===== src/rtl/micro_core_mc.sv =====
// micro_core_mc: multi-cycle 4-op core (add/lw/sw/jmp) with signed 2-digit display.
// Define SATURATING_ADD_EN to make add saturate on signed overflow instead of wrapping.
module micro_core_mc #(
    parameter int DATA_W     = 8,
    parameter int DMEM_DEPTH = 32,
    parameter int PC_W       = 8
) (
    input  logic            clk,
    input  logic            Reset,
    input  logic [7:0]      Instruction,
    input  logic            instr_valid,
    output logic            instr_ready,
    output logic [PC_W-1:0] ReadAddress,
    output logic [6:0]      Tens,
    output logic [6:0]      Ones,
    output logic            Sign,
    output logic            busy
);
    localparam int AW = $clog2(DMEM_DEPTH);

    typedef enum logic [2:0] {FETCH, DECODE, EXEC, MEM, WB} state_t;
    typedef enum logic [1:0] {OP_ADD, OP_LW, OP_SW, OP_JMP} op_t;

    state_t            state_q;
    logic [PC_W-1:0]   pc_q;
    logic [7:0]        ir_q;
    logic [DATA_W-1:0] regs_q [4];
    logic [DATA_W-1:0] dmem_q [DMEM_DEPTH];
    logic [DATA_W-1:0] a_q, b_q, res_q;
    logic [AW-1:0]     addr_q;
    logic [6:0]        tens_q, ones_q;
    logic              sign_q;

    op_t               op;
    logic [1:0]        rs, rt, rd;
    logic [DATA_W-1:0] sum_d, add_d;
    logic [AW-1:0]     addr_d;
    logic [PC_W-1:0]   jmp_d;
    logic [DATA_W:0]   mag_d;
    logic [6:0]        sat_d;
    logic [3:0]        tens_d, ones_d;

    assign op = op_t'(ir_q[7:6]);
    assign rs = ir_q[5:4];
    assign rt = ir_q[3:2];
    assign rd = ir_q[1:0];

    assign sum_d  = a_q + b_q;
    assign addr_d = a_q[AW-1:0] + {{(AW-2){ir_q[1]}}, ir_q[1:0]};
    assign jmp_d  = pc_q + {{(PC_W-6){ir_q[5]}}, ir_q[5:0]};

`ifdef SATURATING_ADD_EN
    logic ovf;
    assign ovf = (a_q[DATA_W-1] == b_q[DATA_W-1]) &&
                 (sum_d[DATA_W-1] != a_q[DATA_W-1]);
    always_comb begin
        add_d = sum_d;
        if (ovf)
            add_d = a_q[DATA_W-1] ? {1'b1, {(DATA_W-1){1'b0}}}
                                  : {1'b0, {(DATA_W-1){1'b1}}};
    end
`else
    assign add_d = sum_d;
`endif

    // Extra bit so |-2^(DATA_W-1)| is representable before saturation
    assign mag_d  = res_q[DATA_W-1] ? ({1'b0, ~res_q} + 1'b1)
                                    : {1'b0, res_q};
    assign sat_d  = (mag_d > (DATA_W+1)'(99)) ? 7'd99 : mag_d[6:0];
    assign tens_d = 4'(sat_d / 7'd10);
    assign ones_d = 4'(sat_d % 7'd10);

    function automatic logic [6:0] seg(input logic [3:0] d);
        case (d)
            4'd0:    seg = 7'b0000001;
            4'd1:    seg = 7'b1001111;
            4'd2:    seg = 7'b0010010;
            4'd3:    seg = 7'b0000110;
            4'd4:    seg = 7'b1001100;
            4'd5:    seg = 7'b0100100;
            4'd6:    seg = 7'b0100000;
            4'd7:    seg = 7'b0001111;
            4'd8:    seg = 7'b0000000;
            4'd9:    seg = 7'b0000100;
            default: seg = 7'b1111111;
        endcase
    endfunction

    always_ff @(posedge clk or posedge Reset) begin
        if (Reset) begin
            state_q <= FETCH;
            pc_q    <= '0;
            ir_q    <= '0;
            a_q     <= '0;
            b_q     <= '0;
            res_q   <= '0;
            addr_q  <= '0;
            tens_q  <= 7'b0000001;
            ones_q  <= 7'b0000001;
            sign_q  <= 1'b0;
            for (int i = 0; i < 4; i++)
                regs_q[i] <= DATA_W'(i);
            for (int i = 0; i < DMEM_DEPTH; i++)
                dmem_q[i] <= DATA_W'(i - 15);
        end else begin
            case (state_q)
                FETCH: begin
                    if (instr_valid) begin
                        ir_q    <= Instruction;
                        pc_q    <= pc_q + PC_W'(1);
                        state_q <= DECODE;
                    end
                end
                DECODE: begin
                    a_q <= regs_q[rs];
                    b_q <= regs_q[rt];
                    if (op == OP_JMP) begin
                        pc_q    <= jmp_d;
                        state_q <= FETCH;
                    end else begin
                        state_q <= EXEC;
                    end
                end
                EXEC: begin
                    if (op == OP_ADD) begin
                        res_q   <= add_d;
                        state_q <= WB;
                    end else begin
                        addr_q  <= addr_d;
                        state_q <= MEM;
                    end
                end
                MEM: begin
                    if (op == OP_SW) begin
                        dmem_q[addr_q] <= b_q;
                        state_q        <= FETCH;
                    end else begin
                        res_q   <= dmem_q[addr_q];
                        state_q <= WB;
                    end
                end
                WB: begin
                    if (op == OP_ADD) regs_q[rd] <= res_q;
                    else              regs_q[rt] <= res_q;
                    tens_q  <= seg(tens_d);
                    ones_q  <= seg(ones_d);
                    sign_q  <= res_q[DATA_W-1];
                    state_q <= FETCH;
                end
                default: state_q <= FETCH;
            endcase
        end
    end

    assign instr_ready = (state_q == FETCH) && !Reset;
    assign busy        = (state_q != FETCH);
    assign ReadAddress = pc_q;
    assign Tens        = tens_q;
    assign Ones        = ones_q;
    assign Sign        = sign_q;
endmodule


===== config.mk =====
export PLATFORM = sky130hd
export DESIGN_NAME = micro_core_mc
export DESIGN_NICKNAME = d
export VERILOG_FILES = /design/src/rtl/micro_core_mc.sv
export SDC_FILE = /design/constraint.sdc
export NUM_CORES = 1
export LEC_CHECK = 0
export BUFFER_PORTS_ARGS = -buffer_cell sky130_fd_sc_hd__buf_2
export CELL_PAD_IN_SITES_DETAIL_PLACEMENT = 1
export CELL_PAD_IN_SITES_GLOBAL_PLACEMENT = 1
export CORE_MARGIN = 2
export CORE_UTILIZATION = 51
export CTS_BUF_LIST = sky130_fd_sc_hd__clkbuf_8
export CTS_CLUSTER_DIAMETER = 30
export DETAILED_ROUTE_END_ITERATION = 7
export GPL_TIMING_DRIVEN = 1
export PLACE_DENSITY_LB_ADDON = 0.1
export SLEW_MARGIN = 20
export SYNTH_ARGS = -nofsm -noshare
export SYNTH_HDL_FRONTEND = slang
export SYNTH_SLANG_ARGS = --single-unit

===== constraint.sdc =====
create_clock -name clk -period 26.4 [get_ports clk]
set_input_delay 2.64 -clock clk [delete_from_list [all_inputs] [get_ports clk]]
set_output_delay 2.64 -clock clk [all_outputs]
set_load 0.02 [all_outputs]

==> results list <==
- Maximum cell stage delay along the critical path: 590 ps
* Maxcap violations: 0
- In this run, post-CTS repair resized a total of 0 instances.
- Setup repair after global routing left no endpoint under its margin.
- The floorplan step defined a core boundary enclosing 34630 um2.
- The worst setup path is captured at a flip-flop.
- Data arrives at the worst endpoint at 7730 ps.
- In this run the number of H-tree levels came out at 3.
- Once the floorplan was initialized, standard cells occupied 52.03% of the core.
- After detailed routing, the average wire length per cell comes to 24.21 um.
* HP Start: ReadAddress[7]
- Across the VDD grid, the largest voltage drop is between 60 and 70 uV.
- The startpoint identified for the worst register-to-register timing path is res_q[0].
* Number of buffer cells added on primary ports: 35
- The tree is rooted in a sky130_fd_sc_hd__clkbuf_8.
* Share of async-settable or async-resettable flops after synthesis: 100.0%
* Post-CTS setup repair buffer count: 0
* Clock-pin slew reported for the worst setup and hold paths after clock tree synthesis: roughly 50 ps
- The initial antenna violation count is 1.
- Setup TNS: 0 ps
- DRT met1 WL: between 20000 and 25000 um
- Counting instances, the worst hold path has a depth of 1.
- The floorplan has approximately 70 rows.
- For the final database, setup skew stands at 33.36 ps.
- Counting stages on the worst path, the most repeated cell is sky130_fd_sc_hd__ha_1.
- Summing all non-filler instances in the final layout gives an area of 20560 um2.
- Vias after detailed routing: 11703
- Measured in cells, the most critical reg-to-reg path has a length of 29.
* Library cell occupying the most area in the post-synthesis netlist: sky130_fd_sc_hd__dfrtp_1
- Largest cells by area after synthesis: sky130_fd_sc_hd__dfrtp_1 (31%), sky130_fd_sc_hd__dfstp_2 (19%), sky130_fd_sc_hd__mux2_2 (18%)
- The clock reaches the later pin of the worst-skew pair after 650 ps.
- Commonest register cell after synthesis: sky130_fd_sc_hd__dfrtp_1
* YS warnings: 0
- Number of DRC markers in iteration 0: between 600 and 700
* Overall die area: 36850 um2
- After the last flow step, the layout net total stands at ~1500.
- The setup path with the least slack is of type flip-flop to flip-flop.
- Startpoint type of the worst setup path: flip-flop
* Nets in the synthesized netlist: 1404
- Tcrit/Tclk final: 27.18%
- Leaving out fill and tap cells, the most frequent cell in the layout is sky130_fd_sc_hd__mux2_2.
- Endpoint of the lowest-slack register-to-register path: Ones[1]
- Hold Fails Final Rpt: 0
- Hpwl dp: 29240 um
- Based on the critical path, the design can be clocked at up to 139.4 MHz.
* Via count of the first global-routing pass: 12480
* Sequential cell area: approximately 9000 um2
- Combined area of all synthesized cells: 18020 um2
- On the critical path the largest part of the delay comes from compound AO/OA/AOI/OAI gates.
- Diodes inserted: 0
* Residual DRC count: 0
* Number of fill cells in the layout: 3375
- Power density cells: 91.01 nW/um2
- CTS tree: built
* Maximum buffer depth of the clock tree: 3
* Synth unique cells: 77
- The worst hold path terminates at ReadAddress[7].
- Average instance area after synthesis: 13.27 um2
- Routed length on met2: 22380 um
- After layout, the design draws a total of about 1900 uW.
* Final max-slew violation count: 0
- After clock tree synthesis, the flow added hold-fix buffers numbering 0.
- Area after DPL: 18630 um2
- Entering global routing, the biggest net connects around 180 pins.
* Slowest-stage cell, CP: sky130_fd_sc_hd__dfrtp_1
- Critical path fanouts, max: 13
- Floorplan die width: approximately 190 um
* Share of cells above drive strength 1: 49.36%
- Post-Synthesis Cells: 1358
* Clock Sink Count: 351
- Slew HR: a little under a quarter
- Before antenna repair, the detailed router went through 5 iterations.
* Status: complete, no violations
- During I/O placement, the number of pins put on the boundary was 36.
- Setup slack on the worst reg-to-reg path comes out at between 15000 and 20000 ps.
- Highest-count cells in the layout ignoring fill and taps: sky130_fd_sc_hd__mux2_2 (293), sky130_fd_sc_hd__dfrtp_1 (218), sky130_fd_sc_hd__dfstp_2 (131), sky130_fd_sc_hd__clkbuf_8 (107), sky130_fd_sc_hd__nand2_1 (92)
- Register area share after synthesis: 49.66%
- Area grow syn2layout: 14.10%
- Top routing layer in use: met4
- Metal3 WL: approximately 1900 um
- Setup violations remaining at the end of the flow were counted as 0.
- The analysis attributes to cell leakage a power of roughly 0.0092 uW.
* Worst slew pin tran: 1142 ps
- Detailed-route vias per instance: about 6
- The synthesized design contains 0 enable-type register cells.
* Hold WC Path Type: flip-flop to flip-flop
- After detailed routing, the total wire length is 47070 um.
- Counting I/O delays and the setup requirement, the final critical path takes 7175 ps.
* Wire length of the first global-routing pass: between 70000 and 80000 um
- The critical path contains buffers and inverters numbering 3 combined.
- Die height: 192.0 um
- Number of storage elements in the synthesis netlist: 351
* Total congestion overflow: 0
- Share of the synthesized area in the top cell type: between 30 and 40%
* Total CTS buffers: 84
- Final Util: 59.37%
- At the end of routability-driven placement, the weighted congestion stood at about 0.84.
- In the global route stage, overall resource usage came out at 26.79%.
* Required time reported for the critical path endpoint: 26950 ps
- Area taken by multi-input logic gates: 8630 um2
* Remaining number of nets flagged by the antenna check after routing: 0
## sequential cells by signal (all words and copies together), names as in the netlist
name         cells
dmem_q         256
ReadAddress      8
res_q            8
Sign             1
ir_q             8
state_q          3
Ones             7
b_q              8
regs_q          32
a_q              8
addr_q           5
Tens             7
## where the power goes
group	internal (uW)	switching (uW)	total [uW]
Clock	445	270	715
Sequential	579	88.7	668
Combinational	199	289	488
## metrics by stage
step           worst slack [ps]  hold WS, ps  instances
5_1_grt                   18500        488.6       1944
4_1_cts                   19240        473.2       1944
3_3_place_gp              19540        456.7       1786
2_1_floorplan             14240        444.8       1358
6_report                  19220        465.3       1944
3_5_place_dp              19270        463.3       1786
## cells in the mapped netlist, types with 4 or more instances
cell and n:
sky130_fd_sc_hd__mux2_2 293, sky130_fd_sc_hd__dfrtp_1 220, sky130_fd_sc_hd__dfstp_2 131, sky130_fd_sc_hd__nand2_1 92
sky130_fd_sc_hd__mux4_2 90, sky130_fd_sc_hd__clkbuf_1 62, sky130_fd_sc_hd__o21ai_0 59, sky130_fd_sc_hd__nor2_1 50
sky130_fd_sc_hd__a21oi_1 32, sky130_fd_sc_hd__ha_1 32, sky130_fd_sc_hd__inv_1 29, sky130_fd_sc_hd__mux2i_1 20
sky130_fd_sc_hd__nand3_1 19, sky130_fd_sc_hd__nand2b_1 17, sky130_fd_sc_hd__nor3_1 16, sky130_fd_sc_hd__xnor2_1 15
sky130_fd_sc_hd__nor2b_1 13, sky130_fd_sc_hd__a21o_1 12, sky130_fd_sc_hd__buf_1 12, sky130_fd_sc_hd__and2_1 10
sky130_fd_sc_hd__a31oi_1 9, sky130_fd_sc_hd__buf_2 9, sky130_fd_sc_hd__o21ai_1 7, sky130_fd_sc_hd__o31ai_1 7
sky130_fd_sc_hd__xor2_1 7, sky130_fd_sc_hd__a211oi_1 6, sky130_fd_sc_hd__nor3b_1 6, sky130_fd_sc_hd__o22ai_1 6
sky130_fd_sc_hd__and3_1 5, sky130_fd_sc_hd__o21a_1 5, sky130_fd_sc_hd__nor4_1 4, sky130_fd_sc_hd__or3_1 4
## layout make-up
cell class	count	area share, %
repair buffers	57	1.716
clock buffers	107	7.163
inverters	31	0.6025
well taps	455	2.769
multi-input cells	892	41.98
clock inverters	51	2.215
flip-flops and latches	351	43.56
## metal layers
metal | up-vias | GRT usage, %
met3 | 75 | 4.805
met2 | 226 | 42.64
met5 | - | 0
met1 | 6243 | 37.83
li1 | 5159 | -
met4 | 0 | 7.722
## how the worst max path moves through the flow
stage,startpoint,to,slack [ps],cells after the start
after global placement,res_q[0],Ones[1],19540,29
after CTS,res_q[0],Ones[1],19240,29
after global routing,res_q[0],Ones[1],18500,29
after floorplan,Reset,Ones[1],14240,1
final,res_q[0],Ones[1],19220,29
after detailed placement,res_q[0],Ones[1],19270,29
## worst register-to-register path: cells and delay by family (launching register included)
family | cells | cell delay (ps)
AND/OR/NAND/NOR | 8 | 1890
AO/OA/AOI/OAI | 12 | 2470
XOR/XNOR | 1 | 230
adder cells (fa/ha/maj) | 5 | 1530
flip-flops | 1 | 590
buffers and inverters | 3 | 390
## kinds of logic after synthesis
logic type,Yosys count,synth area share (%)
multiplexers,404,30.75
flip-flops,351,49.66
AND/OR/NAND/NOR,253,6.854
AO/OA/AOI/OAI,178,6.639
buffers and inverters,115,2.479
adder cells (fa/ha/maj),35,2.555
XOR/XNOR,22,1.069
Power figures use the tool's default switching activity.
